File: config.mk
export PLATFORM = sky130hd
export DESIGN_NAME = workmem_arbiter_flat
export DESIGN_NICKNAME = d
export VERILOG_FILES = /design/src/rtl/waterbear_pkg.sv /design/src/rtl/workmem_arbiter_if.sv /design/src/rtl/workmem_arbiter_rr_pick.sv /design/src/rtl/workmem_arbiter.sv /design/src/flat_wrapper.sv
export SDC_FILE = /design/constraint.sdc
export NUM_CORES = 1
export LEC_CHECK = 0
export CORE_MARGIN = 1
export CORE_UTILIZATION = 39
export DETAILED_ROUTE_END_ITERATION = 12
export GPL_TIMING_DRIVEN = 0
export PLACE_DENSITY = 0.79
export SLEW_MARGIN = 30
export SYNTH_ARGS = -nofsm -noshare
export SYNTH_HDL_FRONTEND = slang
export SYNTH_SLANG_ARGS = --single-unit
File: constraint.sdc
create_clock -name clk -period 2.1 [get_ports clk]
set_clock_uncertainty 0.05 [all_clocks]
set_input_delay 0.42 -clock clk [delete_from_list [all_inputs] [get_ports clk]]
set_output_delay 0.42 -clock clk [all_outputs]
set_load 0.1 [all_outputs]
File: src/rtl/waterbear_pkg.sv
// rtl/waterbear_pkg.sv - shared defaults and FSM state type for the work-memory arbiter
package waterbear_pkg;

   localparam int NREQ_DEF   = 2;
   localparam int ADDR_W_DEF = 8;
   localparam int DATA_W_DEF = 6;

   typedef enum logic [1:0] {
      IDLE,
      ISSUE,
      RESP
   } arb_state_t;

   // Pointer width stays at least one bit so a single-requester build still elaborates.
   function automatic int ptr_width(input int n);
      return (n > 1) ? $clog2(n) : 1;
   endfunction

endpackage

File: src/rtl/workmem_arbiter_if.sv
// rtl/workmem_arbiter_if.sv - requester-side and RAM-side bus of the work-memory arbiter
interface workmem_arbiter_if
   import waterbear_pkg::*;
#(
   parameter int NREQ   = NREQ_DEF,
   parameter int ADDR_W = ADDR_W_DEF,
   parameter int DATA_W = DATA_W_DEF
) ();

   logic [NREQ-1:0]        req;
   logic [NREQ-1:0]        we;
   logic [NREQ*ADDR_W-1:0] addr;
   logic [NREQ*DATA_W-1:0] wdata;
   logic [NREQ-1:0]        lock;
   logic [NREQ-1:0]        gnt;
   logic [NREQ-1:0]        rvalid;
   logic [DATA_W-1:0]      rdata;

   logic                   mem_en;
   logic                   mem_we;
   logic [ADDR_W-1:0]      mem_addr;
   logic [DATA_W-1:0]      mem_wdata;
   logic [DATA_W-1:0]      mem_rdata;

   modport slave (
      input  req, we, addr, wdata, lock, mem_rdata,
      output gnt, rvalid, rdata, mem_en, mem_we, mem_addr, mem_wdata
   );

   modport master (
      output req, we, addr, wdata, lock, mem_rdata,
      input  gnt, rvalid, rdata, mem_en, mem_we, mem_addr, mem_wdata
   );

endinterface

File: src/rtl/workmem_arbiter_rr_pick.sv
// rtl/workmem_arbiter_rr_pick.sv - combinational round-robin picker, first set bit at or after ptr
module rr_pick
   import waterbear_pkg::*;
#(
   parameter int NREQ  = NREQ_DEF,
   parameter int PTR_W = ptr_width(NREQ)
) (
   input  logic [NREQ-1:0]  req,
   input  logic [PTR_W-1:0] ptr,
   output logic [NREQ-1:0]  winner,
   output logic             valid
);

   logic             found;
   logic [PTR_W-1:0] idx;

   always_comb begin
      winner = '0;
      found  = 1'b0;
      idx    = '0;
      for (int k = 0; k < NREQ; k++) begin
         idx = PTR_W'((int'(ptr) + k) % NREQ);
         if (!found && req[idx]) begin
            winner[idx] = 1'b1;
            found       = 1'b1;
         end
      end
   end

   assign valid = |req;

endmodule

File: src/rtl/workmem_arbiter.sv
// rtl/workmem_arbiter.sv - round-robin arbiter onto a 1-cycle-latency single-port work RAM
// Define WORKMEM_ARB_LOCK_EN to let the last-granted requester keep the bus while it holds lock.
module workmem_arbiter
   import waterbear_pkg::*;
#(
   parameter int NREQ   = NREQ_DEF,
   parameter int ADDR_W = ADDR_W_DEF,
   parameter int DATA_W = DATA_W_DEF
) (
   input logic              clk,
   input logic              rst,
   workmem_arbiter_if.slave bus
);

   localparam int               PTR_W    = ptr_width(NREQ);
   localparam logic [PTR_W-1:0] LAST_IDX = PTR_W'(NREQ - 1);

   arb_state_t        state_q, state_d;
   logic [PTR_W-1:0]  ptr_q, ptr_d;
   logic [NREQ-1:0]   win_q, win_d;
   logic [PTR_W-1:0]  win_idx_q, win_idx_d;
   logic              mem_we_q, mem_we_d;
   logic [ADDR_W-1:0] mem_addr_q, mem_addr_d;
   logic [DATA_W-1:0] mem_wdata_q, mem_wdata_d;
   logic [DATA_W-1:0] rdata_q, rdata_d;
   logic [PTR_W-1:0]  last_q, last_d;
   logic              last_v_q, last_v_d;

   logic [NREQ-1:0]   eligible;
   logic [NREQ-1:0]   pick;
   logic              pick_v;
   logic [PTR_W-1:0]  pick_idx;

`ifdef WORKMEM_ARB_LOCK_EN
   // A locked owner masks everyone else; if it is not requesting, nobody wins.
   always_comb begin
      eligible = bus.req;
      if (last_v_q && bus.lock[last_q]) begin
         eligible         = '0;
         eligible[last_q] = bus.req[last_q];
      end
   end
`else
   logic unused_lock;
   assign unused_lock = ^{bus.lock, last_q, last_v_q};
   assign eligible    = bus.req;
`endif

   rr_pick #(
      .NREQ  (NREQ),
      .PTR_W (PTR_W)
   ) u_pick (
      .req    (eligible),
      .ptr    (ptr_q),
      .winner (pick),
      .valid  (pick_v)
   );

   always_comb begin
      pick_idx = '0;
      for (int i = 0; i < NREQ; i++) begin
         if (pick[i]) pick_idx = PTR_W'(i);
      end
   end

   always_comb begin
      state_d     = state_q;
      ptr_d       = ptr_q;
      win_d       = win_q;
      win_idx_d   = win_idx_q;
      mem_we_d    = mem_we_q;
      mem_addr_d  = mem_addr_q;
      mem_wdata_d = mem_wdata_q;
      rdata_d     = rdata_q;
      last_d      = last_q;
      last_v_d    = last_v_q;
      case (state_q)
         IDLE: begin
            if (pick_v) begin
               win_d       = pick;
               win_idx_d   = pick_idx;
               mem_we_d    = bus.we[pick_idx];
               mem_addr_d  = bus.addr[pick_idx*ADDR_W +: ADDR_W];
               mem_wdata_d = bus.wdata[pick_idx*DATA_W +: DATA_W];
               state_d     = ISSUE;
            end
         end
         ISSUE: begin
            // Under lock the owner is already ptr-1, so this leaves ptr where it was.
            ptr_d    = (win_idx_q == LAST_IDX) ? '0 : win_idx_q + 1'b1;
            last_d   = win_idx_q;
            last_v_d = 1'b1;
            state_d  = mem_we_q ? IDLE : RESP;
         end
         RESP: begin
            rdata_d = bus.mem_rdata;
            state_d = IDLE;
         end
         default: state_d = IDLE;
      endcase
   end

   // rvalid is gated by rst so a reset landing in RESP aborts the response.
   always_comb begin
      bus.gnt    = '0;
      bus.rvalid = '0;
      bus.mem_en = 1'b0;
      bus.rdata  = rdata_q;
      case (state_q)
         ISSUE: begin
            bus.mem_en = 1'b1;
            bus.gnt    = win_q;
         end
         RESP: begin
            if (!rst) begin
               bus.rvalid = win_q;
               bus.rdata  = bus.mem_rdata;
            end
         end
         default: ;
      endcase
   end

   assign bus.mem_we    = mem_we_q;
   assign bus.mem_addr  = mem_addr_q;
   assign bus.mem_wdata = mem_wdata_q;

   always_ff @(posedge clk) begin
      if (rst) begin
         state_q     <= IDLE;
         ptr_q       <= '0;
         win_q       <= '0;
         win_idx_q   <= '0;
         mem_we_q    <= 1'b0;
         mem_addr_q  <= '0;
         mem_wdata_q <= '0;
         rdata_q     <= '0;
         last_q      <= '0;
         last_v_q    <= 1'b0;
      end else begin
         state_q     <= state_d;
         ptr_q       <= ptr_d;
         win_q       <= win_d;
         win_idx_q   <= win_idx_d;
         mem_we_q    <= mem_we_d;
         mem_addr_q  <= mem_addr_d;
         mem_wdata_q <= mem_wdata_d;
         rdata_q     <= rdata_d;
         last_q      <= last_d;
         last_v_q    <= last_v_d;
      end
   end

endmodule

File: src/flat_wrapper.sv
// flat-port wrapper written by rule: the top's interface ports become plain ports
module workmem_arbiter_flat import waterbear_pkg::*;
#(
   parameter int NREQ   = NREQ_DEF,
   parameter int ADDR_W = ADDR_W_DEF,
   parameter int DATA_W = DATA_W_DEF
)
  (clk, rst, bus_req, bus_we, bus_addr, bus_wdata, bus_lock, bus_mem_rdata, bus_gnt, bus_rvalid, bus_rdata, bus_mem_en, bus_mem_we, bus_mem_addr, bus_mem_wdata);
  workmem_arbiter_if #(.NREQ(NREQ), .ADDR_W(ADDR_W), .DATA_W(DATA_W)) bus_i ();
  input logic clk;
  input logic rst;
  input wire logic [$bits(bus_i.req)-1:0] bus_req;
  input wire logic [$bits(bus_i.we)-1:0] bus_we;
  input wire logic [$bits(bus_i.addr)-1:0] bus_addr;
  input wire logic [$bits(bus_i.wdata)-1:0] bus_wdata;
  input wire logic [$bits(bus_i.lock)-1:0] bus_lock;
  input wire logic [$bits(bus_i.mem_rdata)-1:0] bus_mem_rdata;
  output wire logic [$bits(bus_i.gnt)-1:0] bus_gnt;
  output wire logic [$bits(bus_i.rvalid)-1:0] bus_rvalid;
  output wire logic [$bits(bus_i.rdata)-1:0] bus_rdata;
  output wire logic [$bits(bus_i.mem_en)-1:0] bus_mem_en;
  output wire logic [$bits(bus_i.mem_we)-1:0] bus_mem_we;
  output wire logic [$bits(bus_i.mem_addr)-1:0] bus_mem_addr;
  output wire logic [$bits(bus_i.mem_wdata)-1:0] bus_mem_wdata;
  assign bus_i.req = bus_req;
  assign bus_i.we = bus_we;
  assign bus_i.addr = bus_addr;
  assign bus_i.wdata = bus_wdata;
  assign bus_i.lock = bus_lock;
  assign bus_i.mem_rdata = bus_mem_rdata;
  assign bus_gnt = bus_i.gnt;
  assign bus_rvalid = bus_i.rvalid;
  assign bus_rdata = bus_i.rdata;
  assign bus_mem_en = bus_i.mem_en;
  assign bus_mem_we = bus_i.mem_we;
  assign bus_mem_addr = bus_i.mem_addr;
  assign bus_mem_wdata = bus_i.mem_wdata;
  workmem_arbiter #(.NREQ(NREQ), .ADDR_W(ADDR_W), .DATA_W(DATA_W)) u_core (.clk(clk), .rst(rst), .bus(bus_i));
endmodule
Word-level counts from Yosys, hierarchy flattened
Index checks and enable logic that the tools add are counted.

Bits in registers: 27. Word-level logic and storage cells: 53.

$add $sub $neg: 2. Multipliers: 1. Magnitude comparators: 5. Equality and inequality tests: 3. Shift-type cells: 2. Mux-type cells: 24. Bitwise gates (word level): 1. Reductions and logical operators: 7.

Operators by type and width (count): 16-bit by 5-bit indexed part select with 8-bit output (1); 2-bit 2-to-1 mux (7); 1-bit 2-to-1 mux (12); 6-bit 2-to-1 mux (2); 12-bit by 5-bit indexed part select with 6-bit output (1); 1-bit by 2-bit < comparator with 1-bit output, second input constant (3); 2-bit one-hot mux with 2 select lines (1); 1-bit logical AND (3); 1-bit by 2-bit multiplier with 3-bit output, second input constant (1); 1-bit adder, second input constant (2); 1-bit demux with 1-bit select (2); 2-bit by 1-bit == test with 1-bit output, second input constant (1); 2-bit == test, second input constant (1); 1-bit >= comparator, second input constant (2); 2-bit logical NOT (1); 2-bit by 1-bit != test with 1-bit output, second input constant (1); 2-bit bitwise OR (1); 2-bit AND reduction (1); 2-bit OR reduction (1); 1-bit logical NOT (1).

Depth between registers and ports, before layout
Word-level depth: 10. Gate-level depth with buffers: 7.

Modules after synthesis
Synthesis repeated with hierarchy kept, for this count alone.

Cell total of the unflattened synthesis: 120. Area, all modules: 1276.2 µm².

Modules (own cells, without submodules): workmem_arbiter (instances 1, cells an instance 116, area each 1251.2 µm², sequential area each 520.5 µm²); rr_pick (instances 1, cells an instance 4, area each 25.0 µm², sequential area each 0.0 µm²).

Least setup slack after synthesis
No wires, ideal clock.

Path kind: flip-flop to output port. From: reg u_core.state_q[0]. To: out bus_gnt[1]. Data arrival time: 2.731 ns. Required time: 1.630 ns. Setup slack: -1.101 ns. Stages on the path, launching flop included: 3. Buffers on the path: 0. Cell sequence: dfxtp_1 nor2b_1 and2_1.

Word-level cells in the longest chain between the ends: 2.

Ends and longest elaborated chain: start: declaration (line workmem_arbiter.sv:18) `arb_state_t state_q, state_d;`; start signal: assignment (line workmem_arbiter.sv:141) `state_q <= state_d;`; 2-bit by 1-bit == test with 1-bit output (line workmem_arbiter.sv:109) `case (state_q)`; 2-bit 2-to-1 mux (line workmem_arbiter.sv:109); end: declaration (line flat_wrapper.sv:18) `output wire logic [$bits(bus_i.gnt)-1:0] bus_gnt;`.

Every way passes these cells.

Worst setup path after layout
From: reg u_core.state_q[1]. To: out bus_rdata[0].

Word-level cells in the longest chain between the ends: 2.

Ends and longest elaborated chain: 2-bit == test (line workmem_arbiter.sv:109); 6-bit 2-to-1 mux (line workmem_arbiter.sv:109); end: declaration (line flat_wrapper.sv:20) `output wire logic [$bits(bus_i.rdata)-1:0] bus_rdata;`.

Every way passes these cells.

==> results.py <==
metrics = {
    "layout": {
        "final_common_cell": "clkdlybuf4s50_1",
        "area_growth_pct": 62.2,
        "final_cell_mix": "clkdlybuf4s50_1, dfxtp_1, a21oi_1, nand3_1",
        "final_nets": 255,
        "drive_gt1_frac": 0.242,
        "num_antenna_cells": 0,
        "final_core_utilization": 0.683,
        "finish.instance_area_um2": 2140,
    },
    "placed_design": {
        "placed_cell_area_um2": 2020,
        "port_buffers": 63,
        "pre_cts_ws_ps": -780,
        "finalWeightedCongestion": 0.754,
        "dpl.hpwl_mm": 2.75,
    },
    "global_routing": {
        "grt_pass1_wl_mm": 6.14,
        "grt_pass1_vias": 1359,
        "grt_max_degree": 14,
        "antenna_found_initial": 0,
        "grt-ovfl-total": 0,
        "track_usage": 0.226,
    },
    "floorplanning": {
        "boundaryPins": 68,
        "fp.dieW_um": 60.1,
        "die_h_um": 60.1,
        "die_area_um2": 3610,
        "initial_core_util": 0.421,
        "core_um2": 3130,
        "row_count": 20,
    },
    "power": {
        "powerDensity_nw_per_um2": 694,
        "p_leak_uw": 0.000827,
        "p_int_uw": 833,
        "power_frac_seq": 0.384,
        "combPwrFrac": 0.478,
        "p_total_uw": 1480,
        "clkPwrFrac": 0.138,
        "ir_worst_vdd_mv": 0.339,
        "p_switching_uw": 651,
        "netSwitchingFraction": 0.438,
    },
    "sta": {
        "fin_crit_ps": 2090,
        "fmax_mhz": 479,
        "setup_violations": 0,
        "hold_viol_final": 0,
        "slew-limit-headroom": 0.340,
        "worst_pin_slew_ps": 995,
        "fin_ws_ps": 12.8,
        "final.period_utilization": 0.994,
        "rsz0062_at_grt": "yes",
        "finalMaxSlewViolations": 0,
    },
    "route": {
        "via_per_inst": 5.32,
        "route.vias.total": 1356,
        "drc_errors": 0,
        "wirelength_mm": 3.79,
        "dr.pass1.iters": 4,
        "wl_per_cell_um": 14.8,
        "ant_nets": 0,
        "first_iter_violations": 34,
    },
    "synth": {
        "synth_nets": 184,
        "synthCells": 142,
        "avgSynthCellArea_um2": 9.28,
        "yosysSeqAreaShare": 0.395,
        "syn-cell-area_um2": 1320,
        "yosysWarnings": 0,
        "synthDistinctLibCells": 23,
        "yosys_register_bits": 26,
    },
    "clock_network": {
        "clock_latency_ps": 310,
        "clockBufferDepth": 2,
        "cts_buffers": 3,
        "cts.sinks": 26,
        "path_clk_slew_ps": 130,
        "htreeDepth": 1,
        "root_buffer": "clkbuf_4",
        "cts_tree": "yes",
    },
    "critical_path": {
        "end_kind": "output port",
        "criticalPathCategory": "flop to output port",
        "required_ps": 1630,
        "setup.worst_path.start_class": "flop",
        "cp_data_arrival_time_ps": 1620,
        "r2r_cells": 5,
        "crit_fanout": 8,
    },
    "worst_hold_path": {
        "holdCritPathClass": "input pin to flop",
        "hold_depth": 3,
    },
    "run": {
        "max-cap-violations": 0,
    },
    "run_status": {
        "status": "complete, no violations",
    },
}
timing repair:
| item | 4_1_cts | 5_1_grt |
|---|---|---|
| endpoints found under the setup margin | 26 | 8 |
| hold buffers | 0 | 0 |
| resized for setup | 101 | 8 |
| setup buffers | 3 | 1 |
synth_stat cells, drive strengths merged:
cell type,n,area (µm²)
inv,1,3.75
a21bo,1,10.0
nor3,1,5.00
nand3,16,80.1
and2,5,33.8
o21ai,15,75.1
nor2b,5,31.3
or2,1,6.26
buf,7,63.8
a311oi,15,188
nor2,8,32.5
clkbuf,9,33.8
dfxtp,26,521
nand2b,1,6.26
a21oi,17,85.1
nor3b,2,15.0
mux2,6,67.6
mux2i,6,60.1
worst paths after layout:
path                            slack, ps         startpoint                 endpoint
worst max-delay path                   10  u_core.state_q[1]             bus_rdata[0]
worst min-delay path                  340         bus_req[1]  u_core.bus.mem_wdata[4]
worst max register to register        320  u_core.state_q[1]   u_core.bus.mem_addr[5]
worst min register to register        420  u_core.bus.mem_we        u_core.state_q[1]
worst max-delay path, stage by stage (launching register included):
cell	delay, ps
dfxtp_2	350
nor2b_4	150
nor2b_4	150
buf_6	150
mux2_4	330
buf_12	170
final cells by class:
class	instances	area, µm²
inverters	1	3.75
repair buffers	67	688
plain buffers	15	98.8
clock buffers	3	22.5
fillers	263	991
well taps	44	55.1
flip-flops and latches	26	523
multi-input cells	99	746
cell families (layout without fill, tap and decap cells):
kind of cell           Yosys count  in the layout  share of synthesized area
AOI/OAI and AO/OA               48             48                      0.272
and+or+nand+nor                 39             39                      0.160
DFF                             26             26                      0.395
buffers and inverters           17             86                     0.0769
muxes                           12             12                     0.0969
metrics by stage:
stage | std cells | TNS [ps] | hold slack, ps
6_report | 255 | 0 | 344
5_1_grt | 255 | -347 | 342
4_1_cts | 255 | -324 | 340
3_5_place_dp | 249 | -7590 | 411
3_3_place_gp | 249 | -6820 | 391
2_1_floorplan | 142 | 0 | 406
per-layer routing:
| layer | share of wire | track usage | vias to the layer above | wire, µm |
|---|---|---|---|---|
| li1 | - | - | 661 | - |
| met1 | 0.41 | 0.267 | 622 | 1550 |
| met2 | 0.51 | 0.408 | 63 | 1920 |
| met3 | 0.060 | 0.0390 | 10 | 229 |
| met4 | 0.023 | 0.0731 | 0 | 87 |
| met5 | 0 | 0 | - | 0 |
state kept, by name, indices dropped and copies added (netlist names):
name,flops
u_core.bus.mem_addr,8
u_core.bus.mem_wdata,6
u_core.rdata_q,6
u_core.state_q,2
u_core.win_q,2
u_core.bus.mem_we,1
u_core.ptr_q,1
power by group through the flow:
stage | registers, µW | clock network [µW] | logic, µW
floorplan | 825 | 0 | 258
global placement | 578 | 0 | 693
detailed placement | 580 | 0 | 702
CTS | 568 | 208 | 703
global route | 576 | 228 | 744
finish | 569 | 205 | 710
No activity file was read; power rests on OpenSTA's default activity.
